File: src/rtl/window_pkg.sv
// window_pkg: shared types for the 3x3 sliding-window generator.
// Pixel/window types and the frame FSM state encoding.
package window_pkg;

  localparam int DEF_PIXEL_WIDTH = 8;

  typedef logic [DEF_PIXEL_WIDTH-1:0] pixel_t;
  typedef pixel_t [2:0][2:0] window_t;

  typedef enum logic [1:0] {
    IDLE,
    FILL,
    ACTIVE
  } win_state_e;

endpackage

File: src/rtl/window_line_buffer.sv
// window_line_buffer: one-row storage holding the two previous rows packed.
// Single address, synchronous write, read returns the pre-write contents.
module window_line_buffer #(
  parameter int DEPTH = 28,
  parameter int WIDTH = 16,
  parameter int AW    = $clog2(DEPTH)
) (
  input  logic             clk_i,
  input  logic             we_i,
  input  logic [AW-1:0]    addr_i,
  input  logic [WIDTH-1:0] wdata_i,
  output logic [WIDTH-1:0] rdata_o
);

  logic [WIDTH-1:0] mem [DEPTH];

  always_ff @(posedge clk_i) begin
    if (we_i) begin
      mem[addr_i] <= wdata_i;
    end
  end

  assign rdata_o = mem[addr_i];

endmodule

File: src/rtl/window_gen_3x3.sv
// window_gen_3x3: streaming 3x3 valid-mode window generator.
// Define WINDOW_GEN_EOF_EN to add the eof_o last-window flag.
module window_gen_3x3
  import window_pkg::*;
#(
  parameter int IMG_WIDTH   = 28,
  parameter int IMG_HEIGHT  = 28,
  parameter int PIXEL_WIDTH = DEF_PIXEL_WIDTH
) (
  input  logic                             clk_i,
  input  logic                             rst_ni,
  input  logic [PIXEL_WIDTH-1:0]           pixel_i,
  input  logic                             pixel_valid_i,
  input  logic                             sof_i,
  output logic [2:0][2:0][PIXEL_WIDTH-1:0] window_o,
  output logic                             window_valid_o,
`ifdef WINDOW_GEN_EOF_EN
  output logic                             eof_o,
`endif
  output logic                             busy_o
);

  localparam int CW = $clog2(IMG_WIDTH);
  localparam int RW = $clog2(IMG_HEIGHT);
  localparam logic [CW-1:0] COL_LAST = CW'(IMG_WIDTH - 1);
  localparam logic [RW-1:0] ROW_LAST = RW'(IMG_HEIGHT - 1);

  win_state_e state_q, state_d;
  logic [CW-1:0] col_q, col_d, col_eff;
  logic [RW-1:0] row_q, row_d, row_eff;
  logic accept, last_px, emit;
  logic [PIXEL_WIDTH-1:0] lb1_rd, lb2_rd;
  logic [2*PIXEL_WIDTH-1:0] lb_rd, lb_wr;

  // sof_i restarts the frame at (0,0) from any state
  always_comb begin
    accept  = pixel_valid_i && (sof_i || (state_q != IDLE));
    col_eff = sof_i ? '0 : col_q;
    row_eff = sof_i ? '0 : row_q;
    last_px = (row_eff == ROW_LAST) && (col_eff == COL_LAST);
    emit    = accept && (row_eff >= RW'(2)) && (col_eff >= CW'(2));
    state_d = state_q;
    col_d   = col_q;
    row_d   = row_q;
    if (accept) begin
      if (last_px) begin
        col_d   = '0;
        row_d   = '0;
        state_d = IDLE;
      end else begin
        if (col_eff == COL_LAST) begin
          col_d = '0;
          row_d = row_eff + 1'b1;
        end else begin
          col_d = col_eff + 1'b1;
          row_d = row_eff;
        end
        state_d = (row_d >= RW'(2)) ? ACTIVE : FILL;
      end
    end
  end

  assign lb1_rd = lb_rd[PIXEL_WIDTH-1:0];
  assign lb2_rd = lb_rd[2*PIXEL_WIDTH-1:PIXEL_WIDTH];
  assign lb_wr  = {lb1_rd, pixel_i};

  window_line_buffer #(
    .DEPTH(IMG_WIDTH),
    .WIDTH(2 * PIXEL_WIDTH),
    .AW   (CW)
  ) u_lb (
    .clk_i  (clk_i),
    .we_i   (accept),
    .addr_i (col_eff),
    .wdata_i(lb_wr),
    .rdata_o(lb_rd)
  );

  always_ff @(posedge clk_i or negedge rst_ni) begin
    if (!rst_ni) begin
      state_q        <= IDLE;
      col_q          <= '0;
      row_q          <= '0;
      window_o       <= '0;
      window_valid_o <= 1'b0;
    end else begin
      state_q        <= state_d;
      col_q          <= col_d;
      row_q          <= row_d;
      window_valid_o <= emit;
      if (accept) begin
        for (int r = 0; r < 3; r++) begin
          window_o[r][0] <= window_o[r][1];
          window_o[r][1] <= window_o[r][2];
        end
        window_o[0][2] <= lb2_rd;
        window_o[1][2] <= lb1_rd;
        window_o[2][2] <= pixel_i;
      end
    end
  end

`ifdef WINDOW_GEN_EOF_EN
  always_ff @(posedge clk_i or negedge rst_ni) begin
    if (!rst_ni) begin
      eof_o <= 1'b0;
    end else begin
      eof_o <= emit && last_px;
    end
  end
`endif

  assign busy_o = (state_q != IDLE);

endmodule

File: config.mk
export PLATFORM = sky130hd
export DESIGN_NAME = window_gen_3x3
export DESIGN_NICKNAME = d
export VERILOG_FILES = /design/src/rtl/window_pkg.sv /design/src/rtl/window_line_buffer.sv /design/src/rtl/window_gen_3x3.sv
export SDC_FILE = /design/constraint.sdc
export NUM_CORES = 1
export LEC_CHECK = 0
export ABC_AREA = 1
export BUFFER_PORTS_ARGS = -buffer_cell sky130_fd_sc_hd__buf_4
export CORE_MARGIN = 10
export CORE_UTILIZATION = 33
export DETAILED_ROUTE_END_ITERATION = 12
export GPL_TIMING_DRIVEN = 0
export SYNTH_ARGS = -nofsm -noshare
export SYNTH_HDL_FRONTEND = slang
export SYNTH_SLANG_ARGS = --single-unit
File: constraint.sdc
create_clock -name clk_i -period 2.48 [get_ports clk_i]
set_clock_uncertainty 0.1 [all_clocks]
set_input_delay 0.248 -clock clk_i [delete_from_list [all_inputs] [get_ports clk_i]]
set_output_delay 0.248 -clock clk_i [all_outputs]
set_load 0.01 [all_outputs]
## Word-level counts from Yosys, hierarchy flattened

Memory sizes are Yosys's and may differ from the RTL's.
Cells that the tools add are included.
W data, S select, Z words.

- Add/subtract/negate cells: 2
- Order comparisons: 3
- Eq/ne operators: 2
- Muxes and demuxes: 12
- Reduce and logical (&&, ||, !) cells: 6

Operators by type and width:

| cell | count |
|---|---|
| $mux W5 | 8 |
| $ge A5 B2 Y1 const B | 3 |
| $add A5 B1 Y5 const B | 2 |
| $eq A5 B5 Y1 const B | 2 |
| $logic_and A1 B1 Y1 | 4 |
| $mux W2 | 2 |
| $mux W1 | 2 |
| $reduce_bool A2 Y1 | 1 |
| $logic_or A1 B1 Y1 | 1 |

- Memories: 1
- Bits in writable memories: 448
- Flip-flop bits (word level): 85
- Output and inout bits: 74

Memories:

| memory | depth | bits a word | read ports | clocked after Yosys merged registers in | write ports | RTL line | source |
|---|---|---|---|---|---|---|---|
| u_lb.mem | 28 | 16 | 1 | 0 | 1 | window_line_buffer.sv:15 | `logic [WIDTH-1:0] mem [DEPTH];` |

## Logic depth before layout (Yosys ltp)

Gate-level depths: netlist (run 1).

- Word-level depth: 8
- Depth in mapped cells: 16
- Gate-level depth less buffers: 13

## By module

A second synthesis (run 1) with hierarchy kept.

- Cell total of the unflattened synthesis: 2,183
- Area total of the unflattened synthesis: 22,233.8 um^2

By module, submodules not included:

| module | cells an instance | times used | sequential area each (um^2) | area an instance (um^2) |
|---|---|---|---|---|
| window_line_buffer | 1,768 | 1 | 13,452.9 | 18,646.6 |
| window_gen_3x3 | 415 | 1 | 2,127.0 | 3,587.2 |

## Worst setup path after synthesis (run 1)

No wires, ideal clock.

- Path type: reg-to-reg
- Start: reg col_q[0]
- End: mem u_lb.mem[27][0] (enable)
- Library setup time: 0.388 ns
- Clock period less this slack: 2.542 ns
- Required time: 1.992 ns
- Path slack: -0.062 ns
- Arrival time: 2.054 ns
- Stages on the path, launching flop included: 8
- Path through: dfrtp_1 inv_2 nor2_4 buf_2 buf_2 ha_1 nand3_4 nor2_1

- Longest elaborated chain between the ends: 1

RTL lines:

| what | RTL line | source |
|---|---|---|
| start: declaration | window_gen_3x3.sv:29 | `logic [CW-1:0] col_q, col_d, col_eff;` |
| start signal: assignment | window_gen_3x3.sv:88 | `col_q <= col_d;` |
| $mux W5 | window_gen_3x3.sv:38 | `col_eff = sof_i ? '0 : col_q;` |
| end: declaration | window_line_buffer.sv:15 |  |

Every way passes these cells.

## Final worst setup path (run 1)

- Start: reg col_q[3]
- End: mem u_lb.mem[24][7] (enable)

The elaborated chain is that of the path after synthesis.

==> summary.md, run 1 <==
| Metric | Value |
|---|---|
| Internal | `0.01704 W` |
| Max Slew Vio Count | `0` |
| Clk slew on worst S/H paths | `0.07 ns` |
| Vias | `16400` |
| Die width | `280.8 µm` |
| Switching power | `0.007647 W` |
| Avg Inst Size Synth | `10.41 µm²` |
| Worst EP required | `2.70 ns` |
| Total routed wirelength | `67390 µm` |
| Yosys top cell area share | `59.94%` |
| Die Y-Extent | `280.8 µm` |
| Clock share of power | `33.5%` |
| Comb power frac | `21.3%` |
| Fmax | `405.6 MHz` |
| Setup violations, final | `0` |
| Largest net degree at the start of global routing | `86` |
| Mapped Area | `22440 µm²` |
| Register area | `15580 µm²` |
| Mapped Nets | `2175` |
| Final worst-path cycle share | `99.41%` |
| Cell taking the most area after synthesis | `edfxtp_1` |
| Max Cap Viol | `0` |
| Setup crit start kind | `register` |
| H-tree depth | `2` |
| Root buffer cell | `clkbuf_16` |
| Reg-to-reg slack, setup | `0.01 ns` |
| Least-Margin Pin Slew | `1.148 ns` |
| Number of global-route vias before repair | `16070` |
| CTS tree | `yes` |
| Dpl ws | `-1.065 ns` |
| Pwr dens | `900.8 nW/µm²` |
| Warning count from the yosys run | `0` |
| Slowest stage delay, CP | `0.54 ns` |
| Clock sinks | `533` |
| Max stage delay cell, worst path | `dfrtp_1` |
| Area of the core | `67280 µm²` |
| Post-route ant nets | `0` |
| First-pass GRT wire length | `98500 µm` |
| IO Pins | `86` |
| Clock buffer depth | `3` |
| RD Place Congestion | `0.8989` |
| Via-to-Cell Ratio | `4.991` |
| Worst path arrival time | `2.69 ns` |
| Final Util | `40.73%` |
| Row cnt | `95` |
| Part of the power in registers | `45.2%` |
| Overall global routing resource usage | `16.40%` |
| Status | `finished, final reports clean` |
| DP Wirelength | `42270 µm` |
| Mapped Cells | `2157` |
| CP endpoint kind | `register` |
| RSZ-0062 raised after global routing | `yes` |
| Hold crit path type | `in -> reg` |
| Non-filler cells, final | `3285` |
| Crit Path Class | `reg -> reg` |
| Area contributors post-synth | `edfxtp_1, nand2_1, dfrtp_1, nor2_1, inv_1` |
| Fillcell total | `6343` |
| Critical path's top delay family | `simple AND/OR/NAND/NOR gates` |
| Post-synthesis sequential area ratio | `69.42%` |
| PortBufs | `84` |
| Placed Cells incl. Taps | `3127` |
| Post-route minimum period | `2.465 ns` |
| Sw Ratio | `30.97%` |
| Initial DRT Pass Iterations | `5` |
| Num CTS Buffers | `55` |
| Starting density of the core | `33.36%` |
| Avg WL per Cell | `20.51 µm` |
| Initial antenna violation count | `3` |
| 1st-iter DRT viols | `2087` |
| Setup_tns | `0 ns` |
| Nets | `2384` |
| Layout cells sized above 1 | `16.54%` |
| Worst path cell trace | `nand2_4 -> nor2_8 -> buf_2 -> nand2_1 -> nor2_4 -> buf_8` |
| Crit Path Max Fanout | `10` |
| Drt drc | `0` |
| Peak supply drop | `540.3 µV` |
| Multi-input gate area | `6037 µm²` |
| Fin. Hold Viols | `0` |
| Die Area | `78840 µm²` |
| Clock latency on the worst-skew pair | `0.62 ns` |
| Diodes inserted | `0` |
| Worst Path Buf+Inv | `2` |
| Total power | `0.02469 W` |
| Flip-flop and latch count after synthesis | `533` |
| GRT Residual Overflow | `0` |
| Setup slack after layout | `0.01451 ns` |
| Synth-to-layout area growth | `22.10%` |
| Slew HR | `23.46%` |
| P_leak | `11.30 nW` |
| Synth cell types | `34` |
## flip-flops by register name, indices dropped and copies added (netlist names)
| signal | flops |
|---|---|
| state_q | 2 |
| window_valid_o | 1 |
| row_q | 5 |
| u_lb.mem | 448 |
| col_q | 5 |
| window_o | 72 |
## synth_stat cells, drive strengths merged
| library cell | number |
|---|---|
| buf | 82 |
| a21oi | 15 |
| o2111ai | 1 |
| nand3 | 153 |
| xor2 | 2 |
| edfxtp | 448 |
| clkbuf | 22 |
| a21boi | 1 |
| or2 | 2 |
| a311oi | 1 |
| inv | 214 |
| ha | 6 |
| o21ai | 165 |
| dfrtp | 85 |
| nor3 | 4 |
| o211ai | 1 |
| nor2 | 361 |
| nand4 | 2 |
| nand2 | 591 |
| clkinv | 1 |
## cells by family after synthesis
kind of cell / after synthesis / share of synthesized area [%]
compound gates: 184 / 4.176
xor+xnor: 2 / 0.07806
flops: 533 / 69.42
simple gates: 1113 / 19.96
buf+inv: 319 / 6.037
fa+ha+maj: 6 / 0.3345
## repair_timing
item / in CTS / in global routing
resized for setup: 76 / 54
cloned: 2 / 6
endpoints found under the setup margin: 687 / 576
pin swaps: 28 / 8
hold endpoints to repair: 131 / 0
setup buffers: 31 / 9
hold buffers: 7 / 0
## area by class of cell
cell class | count | share of cell area [%]
timing repair buffer | 144 | 5.347
buffer | 104 | 2.228
clock buffer | 70 | 5.648
multi-input combinational | 1313 | 22.03
inverter | 215 | 2.968
sequential | 533 | 56.86
clock inverter | 33 | 0.9360
tap | 873 | 3.986
## layer usage
metal	share of wire (%)	vias up	GRT usage [%]
met5	0	-	0
met4	4.2	0	6.383
met3	9.9	170	3.591
met2	45	781	26.15
met1	41	7960	21.48
li1	-	7485	-
## path summary, 6_finish.rpt
| path | startpoint | endpoint | cells past startpoint |
|---|---|---|---|
| max reg2reg | col_q[3] | u_lb.mem[24][7] | 6 |
| max | col_q[3] | u_lb.mem[24][7] | 6 |
| min in group asynchronous | rst_ni | col_q[3] | 2 |
| max in group asynchronous | rst_ni | col_q[0] | 2 |
| min reg2reg | state_q[0] | state_q[0] | 2 |
| min | pixel_i[6] | window_o[70] | 3 |
## through the flow
stage | hold WS, ns | instance area (µm²)
6_report | 0.03546 | 27400
5_1_grt | 0.02975 | 27400
4_1_cts | 0.01231 | 27080
3_5_place_dp | 0.3672 | 24400
3_3_place_gp | 0.3552 | 24170
2_1_floorplan | -0.1476 | 22450
## tightest hold or removal path: stages
cell and delay, ns:
buf_4 0.26, nand2_1 0.13, nand2_1 0.05
## cells in the final DEF, fill, tap and decap left out, types with 14 or more instances in the layout
master and count:
a21oi_1 15, edfxtp_1 448, o21ai_0 139, inv_1 210, o21ai_1 25, dfrtp_1 84
buf_4 110, buf_6 16, nor2_4 38, nand2_4 14, buf_12 23, buf_2 54
clkinv_2 15, clkbuf_1 22, clkbuf_16 59, nor2_1 318, nand2_1 567, nand3_1 152
## power by group through the flow
| stage | Clock (W) | Sequential, W | Combinational [W] |
|---|---|---|---|
| 2_1_floorplan | 0 | 0.0115 | 0.00212 |
| 3_3_place_gp | 0 | 0.0114 | 0.00439 |
| 3_5_place_dp | 0 | 0.0114 | 0.00450 |
| 4_1_cts | 0.00838 | 0.0112 | 0.00477 |
| 5_1_grt | 0.00876 | 0.0112 | 0.00563 |
| 6_report | 0.00827 | 0.0112 | 0.00525 |
(Power assumes the default switching activity.)
==> run 2, diff against run 1 <==
--- a/config.mk
+++ b/config.mk
@@ -8,7 +8,7 @@
 export ABC_AREA = 1
 export BUFFER_PORTS_ARGS = -buffer_cell sky130_fd_sc_hd__buf_4
 export CORE_MARGIN = 10
-export CORE_UTILIZATION = 33
+export CORE_UTILIZATION = 40
 export DETAILED_ROUTE_END_ITERATION = 12
 export GPL_TIMING_DRIVEN = 0
 export SYNTH_ARGS = -nofsm -noshare
==> summary.md, run 2 (synthesized netlist as in run 1, its figures left out) <==
| Metric | Value |
|---|---|
| Status | `finished, final reports clean` |
| Layout cells sized above 1 | `16.45% (-0.097 points)` |
| Most frequent cells in the layout | `nand2_1, edfxtp_1, nor2_1` |
| Final worst-path cycle share | `99.52% (+0.10 points)` |
| Slew HR | `27.10% (+3.6 points)` |
| Fillcell total | `4977 (-22%)` |
| Synth-to-layout area growth | `22.14% (about the same)` |
| Register area | `15580 µm² (about the same)` |
| Area of the core | `55310 µm² (-18%)` |
| Vias | `16000 (-2.4%)` |
| Hold crit path type | `in -> reg` |
| Slowest stage delay, CP | `0.46 ns (-0.08 ns)` |
| P_leak | `11.37 nW (+0.61%)` |
| Hold slack | `0.02818 ns (-0.007283 ns)` |
| Worst reg2reg path depth | `7 (+1)` |
| Clock latency on the worst-skew pair | `0.64 ns (+0.02 ns)` |
| Drt drc | `0 (unchanged)` |
| Setup slack after layout | `0.01193 ns (-0.002583 ns)` |
| Critical R2R Capture | `u_lb.mem[13][14]` |
| Final Util | `49.57% (+8.8 points)` |
| Setup violations, final | `0 (unchanged)` |
| Multi-input gate area | `6001 µm² (-0.60%)` |
| Fmax | `405.2 MHz (-0.10%)` |
| Clk slew on worst S/H paths | `0.06 ns (about the same)` |
| Max Slew Vio Count | `0 (unchanged)` |
| Pwr dens | `914.4 nW/µm² (+1.5%)` |
| Root buffer cell | `clkbuf_16` |
| Peak supply drop | `559.2 µV (+3.5%)` |
| Total routed wirelength | `64460 µm (-4.3%)` |
| Clock sinks | `533 (unchanged)` |
| 1st-iter DRT viols | `1780 (-15%)` |
| Commonest non-fill, non-tap cell in the layout | `nand2_1` |
| Largest net degree at the start of global routing | `86 (unchanged)` |
| CP endpoint kind | `register` |
| Die width | `256.9 µm (-8.5%)` |
| Worst path arrival time | `2.67 ns (-0.02 ns)` |
| Number of global-route vias before repair | `15590 (-3.0%)` |
| Largest Register | `u_lb.mem` |
| Largest register FFs | `448 (unchanged)` |
| Setup crit start kind | `register` |
| Crit Path Class | `reg -> reg` |
| Dpl ws | `-1.054 ns (+0.01110 ns)` |
| Fin. Hold Viols | `0 (unchanged)` |
| Endpoint, Worst Hold | `window_valid_o` |
| Overall global routing resource usage | `18.90% (+2.5 points)` |
| GRT Residual Overflow | `0 (unchanged)` |
| CTS tree | `yes` |
| Clock buffer depth | `3 (unchanged)` |
| Starting density of the core | `40.58% (+7.2 points)` |
| Worst path cell trace | `nand2_2 -> clkbuf_4 -> nand3_1 -> nand3_1 -> nand2_1 -> nand2_1 -> nand2_8` |
| Via-to-Cell Ratio | `5.059 (+1.3%)` |
| WHS Path Cells | `4 (+1)` |
| Initial antenna violation count | `0 (-3)` |
| Post-route ant nets | `0 (unchanged)` |
| Nets | `2384 (unchanged)` |
| Setup_tns | `0 ns (unchanged)` |
| Reg-to-reg slack, setup | `0.01 ns (about the same)` |
| Min-delay src | `sof_i` |
| Total power | `0.02507 W (+1.5%)` |
| Biggest regs | `u_lb.mem x448, window_o x72` |
| PortBufs | `84 (unchanged)` |
| Crit Path Max Fanout | `29 (+19)` |
| Max Cap Viol | `0 (unchanged)` |
| Post-route minimum period | `2.468 ns (+0.002583 ns)` |
| Num CTS Buffers | `56 (+1.8%)` |
| Row cnt | `86 (-9.5%)` |
| Die Area | `65980 µm² (-16%)` |
| Avg WL per Cell | `20.39 µm (-0.63%)` |
| DP Wirelength | `41030 µm (-2.9%)` |
| Diodes inserted | `0 (unchanged)` |
| RD Place Congestion | `0.8791 (-2.2%)` |
| Die Y-Extent | `256.9 µm (-8.5%)` |
| Worst EP required | `2.69 ns (about the same)` |
| Least-Margin Pin Slew | `1.093 ns (-0.05459 ns)` |
| IO Pins | `86 (unchanged)` |
| Initial DRT Pass Iterations | `6 (+1)` |
| First-pass GRT wire length | `95970 µm (-2.6%)` |
| R2r startpoint | `col_q[2]` |
| H-tree depth | `2 (unchanged)` |
| Beginning of the critical path | `col_q[2]` |
| Max stage delay cell, worst path | `dfrtp_1` |
## run 2: changes by cell type in the layout (fill, tap and decap cells not counted), sizes merged
cell         delta
dlygate4sd3     +3
bufinv          +6
buf             -3
clkinv          -1
inv             +2
nand2           -4
clkinvlp        -1
## run 2: worst max path at each step
| stage | to | slack, ns |
|---|---|---|
| after global placement | u_lb.mem[3][2] | -1.28 |
| after global routing | state_q[1] | -0.001 |
| after detailed placement | u_lb.mem[8][6] | -1.05 |
| after CTS | row_q[4] | 0.002 |
| final | u_lb.mem[13][14] | 0.01 |
| after floorplan | u_lb.mem[11][0] | -0.06 |
## run 2: cell type report
| class | count | share of cell area [%] |
|---|---|---|
| sequential | 533 | 56.83 |
| multi-input combinational | 1309 | 21.89 |
| timing repair buffer | 148 | 5.600 |
| clock buffer | 67 | 5.372 |
| tap | 748 | 3.414 |
| inverter | 215 | 2.967 |
| buffer | 103 | 2.191 |
| clock inverter | 39 | 1.734 |
## run 2: report_power, final
group	internal (W)	leakage (nW)	total [W]	switching [W]
clock network	0.00521	0.958	0.00884	0.00363
registers	0.0108	5.09	0.0112	0.000363
logic	0.00150	5.31	0.00506	0.00356
total	0.0175	11.4	0.0251	0.00756
## run 2: critical path: cells and delay by family (launching register included)
family	cells	cell delay [ns]
flops	1	0.46
buf+inv	1	0.33
simple gates	6	1.24
## run 2: routing by layer
layer,global-route usage (%),share of wire [%],wire length (µm)
met2,29.53,46,29350
met4,6.836,3.1,2019
met5,0,0,0
met1,26.13,43,27470
met3,3.269,8.7,5617
## run 2: repair_timing
item | CTS | global route
hold endpoints to repair | 193 | 0
hold buffers | 10 | 0
cloned | 1 | 3
gates resized for setup | 70 | 54
buffers inserted | 30 | 7
pin swaps | 28 | 5
setup endpoints to repair | 687 | 512
## run 2: through the flow
stage                     std cells  cell area (µm²)
after floorplan                2157            22450
after global placement         2989            24020
after detailed placement       3006            24340
after CTS                      3152            27150
after global routing           3162            27410
final                          3162            27410
==> run 3, diff against run 2 <==
--- a/config.mk
+++ b/config.mk
@@ -8,9 +8,11 @@
 export ABC_AREA = 1
 export BUFFER_PORTS_ARGS = -buffer_cell sky130_fd_sc_hd__buf_4
 export CORE_MARGIN = 10
-export CORE_UTILIZATION = 40
+export CORE_UTILIZATION = 56
 export DETAILED_ROUTE_END_ITERATION = 12
 export GPL_TIMING_DRIVEN = 0
+export PLACE_DENSITY = 0.76
+export SKIP_LAST_GASP = 1
 export SYNTH_ARGS = -nofsm -noshare
 export SYNTH_HDL_FRONTEND = slang
 export SYNTH_SLANG_ARGS = --single-unit
==> summary.md, run 3 (synthesized netlist as in run 1, its figures left out) <==
| Metric | Value |
|---|---|
| Status | `finished, final reports clean` |
| Starting density of the core | `56.62% (+16 points)` |
| Area of the core | `39640 µm² (-28%)` |
| Via-to-Cell Ratio | `5.717 (+13%)` |
| Die width | `220.2 µm (-14%)` |
| GRT Residual Overflow | `0 (unchanged)` |
| Hold crit path type | `in -> reg` |
| Final worst-path cycle share | `99.51% (about the same)` |
| Non-filler cells, final | `2914 (-7.8%)` |
| DP Wirelength | `38910 µm (-5.2%)` |
| H-tree depth | `2 (unchanged)` |
| P_leak | `11.16 nW (-1.8%)` |
| Clock sinks | `533 (unchanged)` |
| First-pass GRT wire length | `93510 µm (-2.6%)` |
| Root buffer cell | `clkbuf_16` |
| Drt drc | `0 (unchanged)` |
| Die Y-Extent | `220.2 µm (-14%)` |
| Synth-to-layout area growth | `19.03%` |
| Fillcell total | `2729 (-45%)` |
| Row cnt | `73 (-15%)` |
| Commonest non-fill, non-tap cell in the layout | `nand2_1` |
| CP endpoint kind | `register` |
| Max Cap Viol | `0 (unchanged)` |
| Crit Path Max Fanout | `29 (unchanged)` |
| Avg WL per Cell | `21.44 µm (+5.2%)` |
| Post-route minimum period | `2.468 ns (-0.0001217 ns)` |
| Nets | `2365 (-0.80%)` |
| Setup violations, final | `0 (unchanged)` |
| Clock buffer depth | `3 (unchanged)` |
| IO Pins | `86 (unchanged)` |
| RD Place Congestion | `0.9449 (+7.5%)` |
| Initial DRT Pass Iterations | `6 (unchanged)` |
| Largest Register | `u_lb.mem` |
| Peak supply drop | `504.2 µV (-9.8%)` |
| Post-route cell area | `26710 µm² (-2.6%)` |
| Diodes inserted | `0 (unchanged)` |
| Worst path arrival time | `2.65 ns (-0.02 ns)` |
| Max Slew Vio Count | `0 (unchanged)` |
| Placed Cells incl. Taps | `2779 (-7.6%)` |
| Pwr dens | `900.2 nW/µm² (-1.6%)` |
| Worst EP required | `2.67 ns (-0.02 ns)` |
| CTS tree | `yes` |
| Final Util | `67.39% (+18 points)` |
| 1st-iter DRT viols | `2516 (+41%)` |
| Die Area | `48490 µm² (-27%)` |
| Number of global-route vias before repair | `16270 (+4.4%)` |
| Initial antenna violation count | `1 (+1)` |
| Fin. Hold Viols | `0 (unchanged)` |
| Largest net degree at the start of global routing | `86 (unchanged)` |
| Slew HR | `28.54% (+1.4 points)` |
| Layout cells sized above 1 | `15.24% (-1.2 points)` |
| PortBufs | `84 (unchanged)` |
| RSZ-0062 raised after global routing | `yes` |
| Placed cell area | `23970 µm² (-1.5%)` |
| Most frequent cells in the layout | `nand2_1, edfxtp_1, nor2_1` |
| Post-route ant nets | `0 (unchanged)` |
| Least-Margin Pin Slew | `1.072 ns (-0.02160 ns)` |
| Crit Path Class | `reg -> reg` |
| Setup crit start kind | `register` |
| Largest register FFs | `448 (unchanged)` |
| Clk slew on worst S/H paths | `0.06 ns (about the same)` |
| Vias | `16660 (+4.1%)` |
| Biggest regs | `u_lb.mem x448, window_o x72` |
| Clock latency on the worst-skew pair | `0.62 ns (-0.02 ns)` |
| Num CTS Buffers | `54 (-3.6%)` |
| Total routed wirelength | `62490 µm (-3.1%)` |
| Overall global routing resource usage | `25.52% (+6.6 points)` |
| Fmax | `405.2 MHz (about the same)` |
[run 3: final cells by class]
cell class	instances	area, µm²	area share, %
sequential	533	15580	58.32
timing repair buffer	134	1429	5.349
clock inverter	26	275.3	1.030
inverter	215	813.3	3.044
multi-input combinational	1305	5908	22.12
clock buffer	72	1459	5.461
tap	525	656.9	2.459
buffer	104	593.1	2.220
[run 3: timing repair]
item	CTS	global route
pin swaps	27	2
setup buffers	31	0
setup endpoints to repair	687	651
hold buffers	6	0
endpoints found under the hold margin	159	0
resized for setup	64	39
[run 3: worst paths after layout]
check | start | end | slack [ns] | cells past startpoint
hold reg to reg | state_q[1] | state_q[1] | 0.37 | 2
max in group asynchronous | rst_ni | window_o[1] | 1.29 | 2
min in group asynchronous | rst_ni | row_q[0] | 0.30 | 2
hold / removal | pixel_i[4] | u_lb.mem[4][4] | 0.02 | 1
setup reg to reg | col_q[0] | u_lb.mem[13][15] | 0.01 | 11
setup / recovery | col_q[0] | u_lb.mem[13][15] | 0.01 | 11
[run 3: report_power, final]
group          switching, W  leakage (nW)  internal (W)
Combinational       0.00338          5.23       0.00141
Clock               0.00343         0.841       0.00465
Sequential         0.000368          5.09        0.0108
Total               0.00718          11.2        0.0169
[run 3: layer usage]
| layer | wire [µm] | GRT usage [%] |
|---|---|---|
| met1 | 22780 | 33.61 |
| met2 | 28920 | 39.80 |
| met3 | 7687 | 4.561 |
| met4 | 3087 | 14.15 |
| met5 | 13 | 0 |
[run 3: stage by stage]
stage	setup slack [ns]	TNS (ns)	hold slack, ns	power [W]
after global routing	-0.05267	-2.239	0.01712	0.02485
final	0.01205	0	0.01600	0.02405
after floorplan	-0.05648	-4.518	-0.1476	0.01357
after CTS	0.02351	0	0.006558	0.02381
after detailed placement	-1.009	-421.14	0.3661	0.01574
after global placement	-1.167	-574.22	0.3556	0.01558
[run 3: worst max-delay path, stage by stage (launching register included)]
cell and delay, ns:
dfrtp_1 0.42, inv_2 0.07, nor2_4 0.18, clkbuf_4 0.27, buf_4 0.24, nand2_1 0.08
nand3_1 0.08, nand3_1 0.08, nand3_1 0.11, nand2_1 0.12, nand2_1 0.20, nand2_8 0.18
